==> src/rtl/ram_report_pkg.sv <==
// Shared constants, state enums and byte classification for the RAM-test
// error-report receive path.
package ram_report_pkg;

    localparam logic [7:0] MARK_FREQ            = 8'h7F;
    localparam logic [7:0] MARK_ERR             = 8'h40;
    localparam int         DEFAULT_CLKS_PER_BIT = 434;

    // Top bits of a data byte (0x00-0x3F), and of a legal high-address byte (0x00-0x0F)
    localparam logic [1:0] DATA_TOP = 2'b00;
    localparam logic [1:0] HI_TOP   = 2'b00;

    typedef enum logic [1:0] {
        IDLE,
        EXPECT_LO,
        EXPECT_HI
    } dec_state_t;

    typedef enum logic [2:0] {
        RX_WAIT_IDLE,
        RX_IDLE,
        RX_START,
        RX_DATA,
        RX_STOP
    } rx_state_t;

    typedef enum logic [2:0] {
        BC_DATA,
        BC_ERR,
        BC_FREQ_VAL,
        BC_FREQ,
        BC_ILLEGAL
    } byte_class_t;

    function automatic byte_class_t classify(input logic [7:0] b);
        byte_class_t c;
        if (b[7])
            c = BC_ILLEGAL;
        else if (b == MARK_FREQ)
            c = BC_FREQ;
        else if (b == MARK_ERR)
            c = BC_ERR;
        else if (b[7:6] == DATA_TOP)
            c = BC_DATA;
        else
            c = BC_FREQ_VAL;
        return c;
    endfunction

endpackage

==> src/rtl/uart_rx_byte.sv <==
// 8N1 byte receiver: 2-flop synchroniser, centre sampling, stop-bit frame check.
module uart_rx_byte
    import ram_report_pkg::*;
#(
    parameter int CLKS_PER_BIT = DEFAULT_CLKS_PER_BIT
) (
    input  logic       CLOCK_50,
    input  logic       reset,
    input  logic       UART_RXD,
    output logic       rx_valid,
    output logic [7:0] rx_data,
    output logic       frame_err
);

    localparam int              CNT_W   = $clog2(CLKS_PER_BIT);
    localparam logic [CNT_W-1:0] HALF_M1 = CNT_W'(CLKS_PER_BIT / 2 - 1);
    localparam logic [CNT_W-1:0] FULL_M1 = CNT_W'(CLKS_PER_BIT - 1);

    rx_state_t        state, state_nxt;
    logic             rxd_s1, rxd_s2;
    logic [CNT_W-1:0] clk_cnt;
    logic [2:0]       bit_idx;
    logic [7:0]       shift;
    logic             cnt_clr, take_bit, stop_ok, stop_bad;

    always_ff @(posedge CLOCK_50 or posedge reset) begin
        if (reset)
            state <= RX_WAIT_IDLE;
        else
            state <= state_nxt;
    end

    always_comb begin
        state_nxt = state;
        cnt_clr   = 1'b0;
        take_bit  = 1'b0;
        stop_ok   = 1'b0;
        stop_bad  = 1'b0;
        case (state)
            // After reset the line may be mid-byte; only a high level means idle.
            RX_WAIT_IDLE: if (rxd_s2) state_nxt = RX_IDLE;
            RX_IDLE: begin
                cnt_clr = 1'b1;
                if (!rxd_s2) state_nxt = RX_START;
            end
            RX_START: if (clk_cnt == HALF_M1) begin
                cnt_clr   = 1'b1;
                state_nxt = rxd_s2 ? RX_IDLE : RX_DATA;
            end
            RX_DATA: if (clk_cnt == FULL_M1) begin
                cnt_clr  = 1'b1;
                take_bit = 1'b1;
                if (bit_idx == 3'd7) state_nxt = RX_STOP;
            end
            RX_STOP: if (clk_cnt == FULL_M1) begin
                cnt_clr   = 1'b1;
                stop_ok   = rxd_s2;
                stop_bad  = !rxd_s2;
                state_nxt = RX_IDLE;
            end
            default: state_nxt = RX_WAIT_IDLE;
        endcase
    end

    // Synchroniser resets low so the idle wait sees a genuine line-high level.
    always_ff @(posedge CLOCK_50 or posedge reset) begin
        if (reset) begin
            rxd_s1    <= 1'b0;
            rxd_s2    <= 1'b0;
            clk_cnt   <= '0;
            bit_idx   <= '0;
            shift     <= '0;
            rx_valid  <= 1'b0;
            rx_data   <= '0;
            frame_err <= 1'b0;
        end else begin
            rxd_s1    <= UART_RXD;
            rxd_s2    <= rxd_s1;
            clk_cnt   <= cnt_clr ? '0 : clk_cnt + 1'b1;
            if (state == RX_IDLE)
                bit_idx <= '0;
            else if (take_bit)
                bit_idx <= bit_idx + 3'd1;
            if (take_bit)
                shift <= {rxd_s2, shift[7:1]};
            rx_valid  <= stop_ok;
            frame_err <= stop_bad;
            if (stop_ok)
                rx_data <= shift;
        end
    end

endmodule

==> src/rtl/ram_report_rx.sv <==
// Error-report decoder: turns the received byte stream into failing-address
// records, frequency markers and protocol-error pulses.
module ram_report_rx
    import ram_report_pkg::*;
#(
    parameter int CLKS_PER_BIT = DEFAULT_CLKS_PER_BIT
) (
    input  logic        CLOCK_50,
    input  logic        reset,
    input  logic        UART_RXD,
    output logic        rec_valid,
    output logic [9:0]  rec_addr,
    output logic        rec_slot,
    output logic [8:0]  rec_freq_idx,
    output logic        freq_mark,
    output logic [15:0] err_count,
    output logic        proto_err,
    output logic        frame_err
);

    function automatic logic [15:0] sat_inc16(input logic [15:0] v);
        return (v == 16'hFFFF) ? v : v + 16'd1;
    endfunction

    function automatic logic [8:0] sat_inc9(input logic [8:0] v);
        return (v == 9'h1FF) ? v : v + 9'd1;
    endfunction

    logic       rx_vld_p0;
    logic [7:0] rx_data_p0;

    dec_state_t state, state_nxt;
    logic [5:0] lo, lo_nxt;
    logic       slot, slot_nxt;
    logic       emit, mark, perr;

    uart_rx_byte #(
        .CLKS_PER_BIT(CLKS_PER_BIT)
    ) u_rx (
        .CLOCK_50 (CLOCK_50),
        .reset    (reset),
        .UART_RXD (UART_RXD),
        .rx_valid (rx_vld_p0),
        .rx_data  (rx_data_p0),
        .frame_err(frame_err)
    );

    always_ff @(posedge CLOCK_50 or posedge reset) begin
        if (reset)
            state <= IDLE;
        else
            state <= state_nxt;
    end

    always_comb begin
        state_nxt = state;
        lo_nxt    = lo;
        slot_nxt  = slot;
        emit      = 1'b0;
        mark      = 1'b0;
        perr      = 1'b0;
        if (rx_vld_p0) begin
            case (classify(rx_data_p0))
                BC_ILLEGAL: perr = 1'b1;
                // A marker inside a pair flags the broken pair, then acts normally.
                BC_FREQ: begin
                    mark      = 1'b1;
                    perr      = (state == EXPECT_HI);
                    state_nxt = IDLE;
                end
                BC_ERR: begin
                    perr      = (state == EXPECT_HI);
                    slot_nxt  = 1'b0;
                    state_nxt = EXPECT_LO;
                end
                BC_DATA: begin
                    case (state)
                        IDLE: perr = 1'b1;
                        EXPECT_LO: begin
                            lo_nxt    = rx_data_p0[5:0];
                            state_nxt = EXPECT_HI;
                        end
                        EXPECT_HI: begin
                            if (rx_data_p0[5:4] == HI_TOP) begin
                                emit      = 1'b1;
                                slot_nxt  = 1'b1;
                                state_nxt = slot ? IDLE : EXPECT_LO;
                            end else begin
                                perr      = 1'b1;
                                state_nxt = EXPECT_LO;
                            end
                        end
                        default: state_nxt = IDLE;
                    endcase
                end
                default: ;
            endcase
        end
    end

    // Decoded byte -> registered record/marker outputs
    always_ff @(posedge CLOCK_50 or posedge reset) begin
        if (reset) begin
            lo           <= '0;
            slot         <= 1'b0;
            rec_valid    <= 1'b0;
            rec_addr     <= '0;
            rec_slot     <= 1'b0;
            rec_freq_idx <= '0;
            freq_mark    <= 1'b0;
            err_count    <= '0;
            proto_err    <= 1'b0;
        end else begin
            lo        <= lo_nxt;
            slot      <= slot_nxt;
            rec_valid <= emit;
            freq_mark <= mark;
            proto_err <= perr;
            if (emit) begin
                rec_addr  <= {rx_data_p0[3:0], lo};
                rec_slot  <= slot;
                err_count <= sat_inc16(err_count);
            end
            if (mark)
                rec_freq_idx <= sat_inc9(rec_freq_idx);
        end
    end

endmodule

==> config.mk <==
export PLATFORM = sky130hd
export DESIGN_NAME = ram_report_rx
export DESIGN_NICKNAME = d
export VERILOG_FILES = /design/src/rtl/ram_report_pkg.sv /design/src/rtl/uart_rx_byte.sv /design/src/rtl/ram_report_rx.sv
export SDC_FILE = /design/constraint.sdc
export NUM_CORES = 1
export LEC_CHECK = 0
export ABC_AREA = 0
export CAP_MARGIN = 20
export CORE_ASPECT_RATIO = 0.7
export CORE_UTILIZATION = 55
export DETAILED_ROUTE_END_ITERATION = 10
export HOLD_SLACK_MARGIN = 0.05
export PLACE_DENSITY = 0.75
export SLEW_MARGIN = 10
export SYNTH_ARGS = -nofsm -noshare
export SYNTH_HDL_FRONTEND = slang
export SYNTH_SLANG_ARGS = --single-unit
==> constraint.sdc <==
create_clock -name CLOCK_50 -period 3.1 [get_ports CLOCK_50]
set_input_delay 0.31 -clock CLOCK_50 [delete_from_list [all_inputs] [get_ports CLOCK_50]]
set_output_delay 0.31 -clock CLOCK_50 [all_outputs]
set_load 0.05 [all_outputs]
Word level (Yosys, flattened, before mapping). Cells that the tools add are included.

$add $sub $neg: 4. Equal/unequal tests: 25. Mux-type cells: 41. Bitwise operators: 2. Reduce and logical (&&, ||, !) cells: 17.

Operator list (number): $mux 3 (10); $mux 1 (19); $add 9x1->9 const B (2); $eq 9x9->1 const B (2); $add 16x1->16 const B (1); $eq 16x16->1 const B (1); $eq 8x7->1 const B (2); $pmux 3 s5 (1); $pmux 2 s3 (2); $ne 2x1->1 const B (5); $eq 3x2->1 const B (3); $eq 3x3->1 const B (3); $eq 9x8->1 const B (1); $mux 9 (1); $mux 2 (4); $ne 2x2->1 const B (4); $eq 3x1->1 const B (2); $logic_not 2->1 (3); $logic_not 3->1 (2); $pmux 1 s3 (2); $reduce_and 3->1 (2); $reduce_and 6->1 (1); $pmux 1 s2 (2); $reduce_and 2->1 (2); 9 further kinds (12).

Bits in registers: 83. Input port bits: 3. Output and inout bits: 40.

Depth between registers and ports, before layout. Gate-level depths: netlist of run 1.

Depth after elaboration: 10. Gate-level depth with buffers: 7. Depth with buffers taken out: 7.

By module. Synthesis of run 1 repeated with hierarchy kept, for this count alone.

Cell total of the unflattened synthesis: 318. Area, all modules: 3893.7 um2.

By module, submodules not included: ram_report_rx (instances 1, cells each 186, area each 2238.4 um2); uart_rx_byte (instances 1, cells each 132, area each 1655.3 um2).

Worst setup path after synthesis of run 1. No wires, ideal clock.

Path kind: reg2reg. Start: reg rec_freq_idx[0]. End: reg rec_freq_idx[1]. Setup time: 125 ps. Arrival time: 2216 ps. Path slack: 759 ps. Cell stages (with the launch flop): 7. Path through: dfrtp_1 ha_1 and3_1 and3_1 ha_1 nor4_4 mux2_2.

Word-level cells in the longest chain between the ends: 3.

Ends and longest elaborated chain: from (decl) (line ram_report_rx.sv:14) `output logic [8:0] rec_freq_idx,`; from (signal assigned) (line ram_report_rx.sv:125) `rec_freq_idx <= sat_inc9(rec_freq_idx);`; parallel branches: the longest is 3 deep, another holds $add 9x1->9.

Parallel ways; which one is timed is not known. A chain may end at the register's enable or synchronous reset.

Final worst setup path of run 1.
Start: reg rec_freq_idx[0]. End: reg rec_freq_idx[8].

Same word-level chain as after synthesis.

==> metrics.txt, run 1 <==
status=finished clean; DP Area=4450 um2; final wirelength=7.09 mm; Final setup viols=0; Pwr per Cell Area=481 nW/um2; worst slack at placement=907 ps; layout cell share with drive strength beyond 1=20.1%; Critical Path Sink Type=flop; dpl hpwl=5.16 mm; Synth Area in Adders=3.81%; Hold Path Class=in2async; R2R setup slack=910 ps; gpl congestion=0.850; final hold vios=0; Antenna Violating Nets Remaining=0; unrepaired setup endpoints after global routing=no; crit start category=flop; Synth Area in Simple Gates=16.9%; asr flop ratio synth=100%; worst-skew pair later-pin latency=350 ps; filler cell count=498; clk slew on worst S/H paths=80 ps; Cell variety after synth=57; Critical Path RT=3340 ps; Slew HR=48.3%; min setup slack post-route=908 ps; Post-synth EDFFs=0; post-CTS resize count=0; pin count of the biggest net entering global routing=37; Final nets=383; wire per inst=15.2 um; final core occ=68.1%; DR iter-0 viols=61; Fin Setup TNS=0 ps; final clock skew=8.33 ps; Post-CTS Hold Buffers=0; CTS tree=built; # Post-CTS Setup Buffers=0; I/O Buffers=42; post-synth top area cell=dfrtp_1; All-Layer GR Usage=21.5%; Buf+Inv Stages, Crit Path=0; Core ar.=6850 um2; antenna violations before repair=0; worst path cell trace=ha_1 -> and3_1 -> and3_1 -> ha_1 -> nor4_4 -> mux2_2; final period demand of the worst path=2190 ps; net count after synthesis=334; Residual DRC=0; Worst-Margin Slew=770 ps; Setup crit start=rec_freq_idx[0]$_DFFE_PP0P_; Max FO, Critical Path=9; Seq cells post-synth=83; Die Width=103 um; Final Max Tran Viols=0; # rows=25; delay-heaviest family, CP=simple AND/OR/NAND/NOR gates; VDD IR max=0.444 mV; Congestion Overflow GR=0; crit-path max cell delay=500 ps; yosys synthesis warning count=0; Crit-path slowest cell=nor4_4; 1st-pass router iterations=6; largest family of logic cells by synthesized area=simple AND/OR/NAND/NOR gates; CTS H-tree depth=3; compound-gate portion of the synthesized area=6.09%; Fmax=456 MHz; Hold Slack=338 ps; CP Class=reg2reg; Mapped Cells=319; die height=72.8 um; Mean Syn Cell Area=12.4 um2; main area contributors after synthesis=dfrtp_1, mux2_2, ha_1; R2R cell count=6; sequential area share after synthesis=52.7%; clock sink total=83; ant diodes=0; # IOs=43; period utilisation layout=70.7%; Die ar.=7520 um2; crit path capture=rec_freq_idx[8]$_DFFE_PP0P_; commonest non-fill, non-tap cells in the layout=dfrtp_1, clkdlybuf4s50_1, mux2_2, nor2_1, nand2_1; crit path DAT=2430 ps; vias in the first global route=2465; Post-Synth XOR/XNOR Area=5.55%; top-area cell type share of the netlist area=52.7%; post-synthesis mux area share=12.0%; clock buffer count from CTS=9; Cell Area, Synth=3940 um2; max cap viols=0; Crit Reg-Reg Startpoint=rec_freq_idx[0]$_DFFE_PP0P_; LEAKAGE=2.19 nW; Initial Utilization=57.6%; Post-Layout Inst Area=4660 um2; ys flop type=dfrtp_1; Clock Tree Buf Depth=2; first-pass GRT wire length=12.0 mm; worst r2r dst=rec_freq_idx[8]$_DFFE_PP0P_; via-per-instance ratio=5.45; area grow syn2layout=18.3%; vias post-DR=2544; CTS root buf=clkbuf_8; most common cell after layout, fill and taps aside=dfrtp_1; number of cells on the critical path=6
flip-flops by register name, summed over array words and instances, names as in the netlist, 6 cells and up:
register      flops
u_rx.rx_data      8
lo                6
rec_freq_idx      9
rec_addr         10
u_rx.shift        8
u_rx.clk_cnt      9
err_count        16
stage by stage:
| stage | power, mW | instances |
|---|---|---|
| detailed placement | 1.43 | 451 |
| CTS | 2.27 | 467 |
| finish | 2.24 | 467 |
| global route | 2.35 | 467 |
| floorplan | 1.37 | 319 |
| global placement | 1.42 | 451 |
metal layers:
metal  vias to the layer above  wire (um)  GRT usage (%)
li1                       1235          -              -
met1                      1249       3640           31.0
met2                        51       3090           31.4
met3                         9        264           5.75
met4                         0         99           7.98
met5                         -          0              0
power by group:
part           internal, mW  leakage (nW)  switching (mW)
registers              1.13          1.14          0.0743
logic                0.0840         0.951           0.113
clock network         0.455         0.106           0.380
synthesized netlist by cell type (2+ instances only):
cell type and number:
buf_2 2, and2_1 2, buf_6 3, nand4_1 7, nor3_1 8, nand2b_1 3
nor4_2 4, a211oi_1 3, buf_4 2, xnor2_1 14, o31ai_1 2, nand4b_1 2
nor4_4 3, inv_1 15, o21ai_0 7, a21oi_1 7, nand4bb_1 2, nor2_1 20
nor2b_1 2, and3_1 8, nand3_1 9, xor2_1 11, mux2i_1 3, dfrtp_1 83
nand2_1 17, ha_1 12, mux2_2 37, o21a_1 2
layout make-up:
type / count / area [um2] / share of cell area [%]
inverter: 16 / 61.3 / 1.31
clock inverter: 6 / 90.1 / 1.93
tap: 94 / 118 / 2.52
clock buffer: 10 / 128 / 2.74
multi-input combinational: 213 / 1750 / 37.5
timing repair buffer: 45 / 443 / 9.50
sequential: 83 / 2080 / 44.5
cell families after synthesis:
kind of cell / Yosys count
simple gates: 102
xor+xnor: 25
buf+inv: 23
fa+ha+maj: 12
flops: 83
compound gates: 32
mux: 42
how the worst min path moves through the flow:
stage          depth (start not counted)  slack, ps                        end                   from
6_report                               2        340  err_count[13]$_DFFE_PP0P_                  reset
5_1_grt                                0        370      u_rx.rxd_s2$_DFF_PP0_  u_rx.rxd_s1$_DFF_PP0_
4_1_cts                                2        350  err_count[13]$_DFFE_PP0P_                  reset
3_5_place_dp                           0        340      u_rx.rxd_s2$_DFF_PP0_  u_rx.rxd_s1$_DFF_PP0_
3_3_place_gp                           0        330      u_rx.rxd_s2$_DFF_PP0_  u_rx.rxd_s1$_DFF_PP0_
2_1_floorplan                          0        330      u_rx.rxd_s2$_DFF_PP0_  u_rx.rxd_s1$_DFF_PP0_
No activity file was read; power rests on OpenSTA's default activity.
==> run 2, diff against run 1 <==
--- a/config.mk
+++ b/config.mk
@@ -8,10 +8,10 @@
 export ABC_AREA = 0
 export CAP_MARGIN = 20
 export CORE_ASPECT_RATIO = 0.7
-export CORE_UTILIZATION = 55
+export CORE_UTILIZATION = 51
 export DETAILED_ROUTE_END_ITERATION = 10
 export HOLD_SLACK_MARGIN = 0.05
-export PLACE_DENSITY = 0.75
+export PLACE_DENSITY = 0.73
 export SLEW_MARGIN = 10
 export SYNTH_ARGS = -nofsm -noshare
 export SYNTH_HDL_FRONTEND = slang
==> constraint.sdc (replaced) <==
create_clock -name CLOCK_50 -period 1.95 [get_ports CLOCK_50]
set_input_delay 0.195 -clock CLOCK_50 [delete_from_list [all_inputs] [get_ports CLOCK_50]]
set_output_delay 0.195 -clock CLOCK_50 [all_outputs]
set_load 0.05 [all_outputs]
==> metrics.txt, run 2 (same netlist as run 1, synthesis figures left out) <==
status=finished clean; max reg flops=16; Final Max Tran Viols=0; Antenna Violating Nets Remaining=0; layout cell share with drive strength beyond 1=27.1%; Fmax=538 MHz; via-per-instance ratio=5.45; Critical Path RT=2190 ps; Biggest register=err_count; filler cell count=559; dpl hpwl=5.20 mm; Hold Path Class=in2async; register area=2090 um2; Top Registers=err_count x16, rec_addr x10; # IOs=43; # rows=26; wl on met1=3.86 mm; Slew HR=61.9%; Die Width=107 um; clock sink total=83; vias post-DR=2642; WL met3=373 um; clk slew on worst S/H paths=80 ps; CTS tree=built; pin count of the biggest net entering global routing=63; crit-path max cell delay=540 ps; crit path DAT=2100 ps; Pwr per Cell Area=718 nW/um2; gpl congestion=0.824; area grow syn2layout=23.1%; period utilisation layout=95.4%; I/O Buffers=42; min setup slack post-route=90.7 ps; DR iter-0 viols=148; CTS H-tree depth=3; Worst-Margin Slew=568 ps; worst-skew pair later-pin latency=360 ps; Clock Tree Buf Depth=2; worst path cell trace=nand3_2 -> or3_1 -> nor4_4 -> mux2_1; final clock skew=8.08 ps; final wirelength=7.49 mm; most common cell after layout, fill and taps aside=dfrtp_1; die height=75.6 um; Crit-path slowest cell=or3_1; commonest non-fill, non-tap cells in the layout=dfrtp_1, clkdlybuf4s50_1, mux2_2, nor2_1, nand2_1; Residual DRC=0; Setup crit start=err_count[5]$_DFFE_PP0P_; worst slack at placement=-66.2 ps; Max FO, Critical Path=6; final hold vios=0; Initial Utilization=53.4%; first-pass GRT wire length=12.2 mm; Critical Path Sink Type=flop; highest routed layer=met4; CP Class=reg2reg; Die ar.=8090 um2; clock buffer count from CTS=9; max cap viols=0; CTS root buf=clkbuf_8; LEAKAGE=2.24 nW; crit start category=flop; ant diodes=0; wire per inst=15.4 um; Final nets=397; Final setup viols=0; All-Layer GR Usage=20.1%; VDD IR max=0.601 mV; Congestion Overflow GR=0; met2 wire len=3.16 mm; final core occ=65.7%; vias in the first global route=2440; 1st-pass router iterations=4; antenna violations before repair=0; final period demand of the worst path=1860 ps; area of the multi-input gates=1810 um2; Crit Reg-Reg Startpoint=err_count[5]$_DFFE_PP0P_; Core ar.=7380 um2
==> run 2: changes by cell type in the layout (fill, tap and decap cells not counted), moves of 3 or more <==
cell	change
buf_4	+11
dfrtp_1	-9
dfrtp_2	+9
ha_1	-3
inv_6	+3
==> run 2: final cells by class <==
class	instances	area share (%)
Clock buffer	10	2.63
Inverter	16	1.31
Multi-Input combinational cell	213	37.3
Sequential cell	83	43.0
Timing Repair Buffer	59	11.7
Clock inverter	6	1.47
Tap cell	98	2.53
==> run 2: path summary, 6_finish.rpt <==
path | endpoint | slack (ps) | cells after the start
max in group asynchronous | state[1]$_DFFE_PP0P_ | 1230 | 3
setup / recovery | err_count[14]$_DFFE_PP0P_ | 90 | 4
min in group CLOCK_50 | u_rx.rxd_s1$_DFF_PP0_ | 350 | 1
setup reg to reg | err_count[14]$_DFFE_PP0P_ | 90 | 4
hold / removal | err_count[3]$_DFFE_PP0P_ | 140 | 2
hold reg to reg | u_rx.rxd_s2$_DFF_PP0_ | 360 | 0
==> run 2: power by group <==
| group | switching (mW) | internal [mW] |
|---|---|---|
| sequential | 0.122 | 1.80 |
| clock | 0.636 | 0.605 |
| combinational | 0.181 | 0.137 |
==> run 2: what timing repair did <==
action	4_1_cts	5_1_grt
resized for setup	1	7
setup buffers	2	2
setup endpoints to repair	2	14
pin swaps	1	0
cloned	0	0
hold buffers	0	0
==> run 2: worst max-delay path: cells and delay by family, from the launching register on <==
kind	cells	cell delay [ps]
and+or+nand+nor	3	1010
DFF	1	400
muxes	1	340
==> run 2: per-layer routing <==
layer  vias up  global-route usage, %
li1       1273                      -
met1      1293                   29.6
met2        66                   28.3
met3        10                   5.56
met4         0                   8.07
met5         -                      0
==> run 2: through the flow <==
| step | setup TNS [ps] | hold slack (ps) | total power, mW | instances | area [um2] |
|---|---|---|---|---|---|
| 3_3_place_gp | 0 | 335 | 2.26 | 465 | 4580 |
| 2_1_floorplan | -384 | 226 | 2.18 | 319 | 3990 |
| 6_report | 0 | 140 | 3.48 | 485 | 4850 |
| 3_5_place_dp | -66.2 | 352 | 2.27 | 465 | 4580 |
| 4_1_cts | 0 | 135 | 3.52 | 483 | 4800 |
| 5_1_grt | -20.2 | 163 | 3.64 | 485 | 4850 |
==> run 3, diff against run 2 <==
--- a/config.mk
+++ b/config.mk
@@ -8,11 +8,11 @@
 export ABC_AREA = 0
 export CAP_MARGIN = 20
 export CORE_ASPECT_RATIO = 0.7
-export CORE_UTILIZATION = 51
+export CORE_UTILIZATION = 50
 export DETAILED_ROUTE_END_ITERATION = 10
 export HOLD_SLACK_MARGIN = 0.05
-export PLACE_DENSITY = 0.73
-export SLEW_MARGIN = 10
+export PLACE_DENSITY = 0.72
+export SLEW_MARGIN = 20
 export SYNTH_ARGS = -nofsm -noshare
 export SYNTH_HDL_FRONTEND = slang
 export SYNTH_SLANG_ARGS = --single-unit
==> metrics.txt, run 3 (same netlist as run 1, synthesis figures left out) <==
most common cell after layout, fill and taps aside=dfrtp_1; commonest non-fill, non-tap cells in the layout=dfrtp_1, clkdlybuf4s50_1, mux2_2, nor2_1, nand2_1; R2R cell count=7; vias in the first global route=2574; period utilisation layout=96.0%; final core occ=65.4%; Logic pwr share=9.6%; Fmax=534 MHz; Final nets=398; dpl hpwl=5.28 mm; LEAKAGE=2.25 nW; first-pass GRT wire length=12.7 mm; Pwr per Cell Area=746 nW/um2; I/O Buffers=42; clock buffer count from CTS=9; Clock Tree Buf Depth=2; Hold Path Class=in2async; CTS root buf=clkbuf_8; crit path DAT=2110 ps; part of the power in registers=52.6%; via-per-instance ratio=5.43; final clock skew=8.35 ps; All-Layer GR Usage=20.3%; vias post-DR=2641; die height=76.3 um; sw frac=25.9%; antenna violations before repair=0; Final Max Tran Viols=0; max cap viols=0; Critical Path Sink Type=flop; clk slew on worst S/H paths=80 ps; unrepaired setup endpoints after global routing=no; wire per inst=15.1 um; Slew HR=63.1%; Hold Slack=171 ps; ant diodes=0; Antenna Violating Nets Remaining=0; # rows=26; Worst-Margin Slew=551 ps; Fin Setup TNS=0 ps; Max FO, Critical Path=9; max reg flops=16; Initial Utilization=52.9%; register area=2090 um2; area of the multi-input gates=1790 um2; worst-skew pair later-pin latency=350 ps; Critical Path RT=2190 ps; final hold vios=0; crit start category=flop; gpl congestion=0.872; Congestion Overflow GR=0; CTS H-tree depth=3; Clock power frac=37.9%; Core ar.=7450 um2; Die ar.=8250 um2; Die Width=108 um; final period demand of the worst path=1870 ps; Final setup viols=0; DR iter-0 viols=161; Top Registers=err_count x16, rec_addr x10; layout cell share with drive strength beyond 1=26.8%; pin count of the biggest net entering global routing=47; 1st-pass router iterations=4; Residual DRC=0; final wirelength=7.34 mm; Biggest register=err_count; CTS tree=built; CP Class=reg2reg; VDD IR max=0.804 mV; area grow syn2layout=23.5%; switching pwr=0.941 mW; status=finished clean; clock sink total=83; internal power=2.69 mW; # IOs=43; filler cell count=585
[run 3: layer usage]
metal  wire, um  track usage, %  vias up  share of wire [%]
li1           -               -     1278                  -
met1       3780            30.1     1302                 52
met2       3130            27.5       52                 43
met3        337            6.07        9                4.6
met4         88            8.49        0                1.2
met5          0               0        -                  0
[run 3: final timing paths]
path,slack (ps),start,to
worst max-delay path,80,rec_freq_idx[1]$_DFFE_PP0P_,rec_freq_idx[1]$_DFFE_PP0P_
worst min-delay path,170,reset,err_count[3]$_DFFE_PP0P_
worst max register to register,80,rec_freq_idx[1]$_DFFE_PP0P_,rec_freq_idx[1]$_DFFE_PP0P_
worst min register to register,360,u_rx.rxd_s1$_DFF_PP0_,u_rx.rxd_s2$_DFF_PP0_
max in group asynchronous,1260,reset,rec_addr[0]$_DFFE_PP0P_
min in group CLOCK_50,360,u_rx.rxd_s1$_DFF_PP0_,u_rx.rxd_s2$_DFF_PP0_
[run 3: power by group through the flow]
stage	registers (mW)	logic [mW]	clock network, mW
after global routing	1.92	0.400	1.49
after floorplan	1.92	0.255	0
after CTS	1.91	0.349	1.42
final	1.91	0.347	1.38
after detailed placement	1.94	0.347	0
after global placement	1.94	0.342	0
[run 3: area by class of cell]
class / instances / area share [%]
clock buffer: 10 / 2.62
clock inverter: 6 / 1.98
inverter: 16 / 1.31
multi-input combinational: 213 / 36.7
sequential: 83 / 42.9
tap: 98 / 2.52
timing repair buffer: 60 / 12.0
[run 3: repair_timing]
item	in CTS	in global routing
setup buffers	0	2
setup endpoints to repair	1	17
resized for setup	0	3
endpoints found under the hold margin	0	0
pin swaps	1	1
hold buffers	0	0
[run 3: worst max-delay path: stages, from the launching register on]
cell	delay (ps)
dfrtp_2	430
ha_2	180
and3_4	170
and3_4	170
ha_4	160
nor4_4	130
buf_6	170
mux2_2	340
[run 3: stage by stage]
| stage | power [mW] | setup WS, ps | instance area, um2 | instances |
|---|---|---|---|---|
| after floorplan | 2.18 | -109 | 3990 | 319 |
| after global placement | 2.28 | 133 | 4620 | 468 |
| after detailed placement | 2.29 | 42.2 | 4620 | 468 |
| after CTS | 3.68 | 3.15 | 4840 | 484 |
| after global routing | 3.82 | 0.426 | 4870 | 486 |
| final | 3.63 | 78.7 | 4870 | 486 |
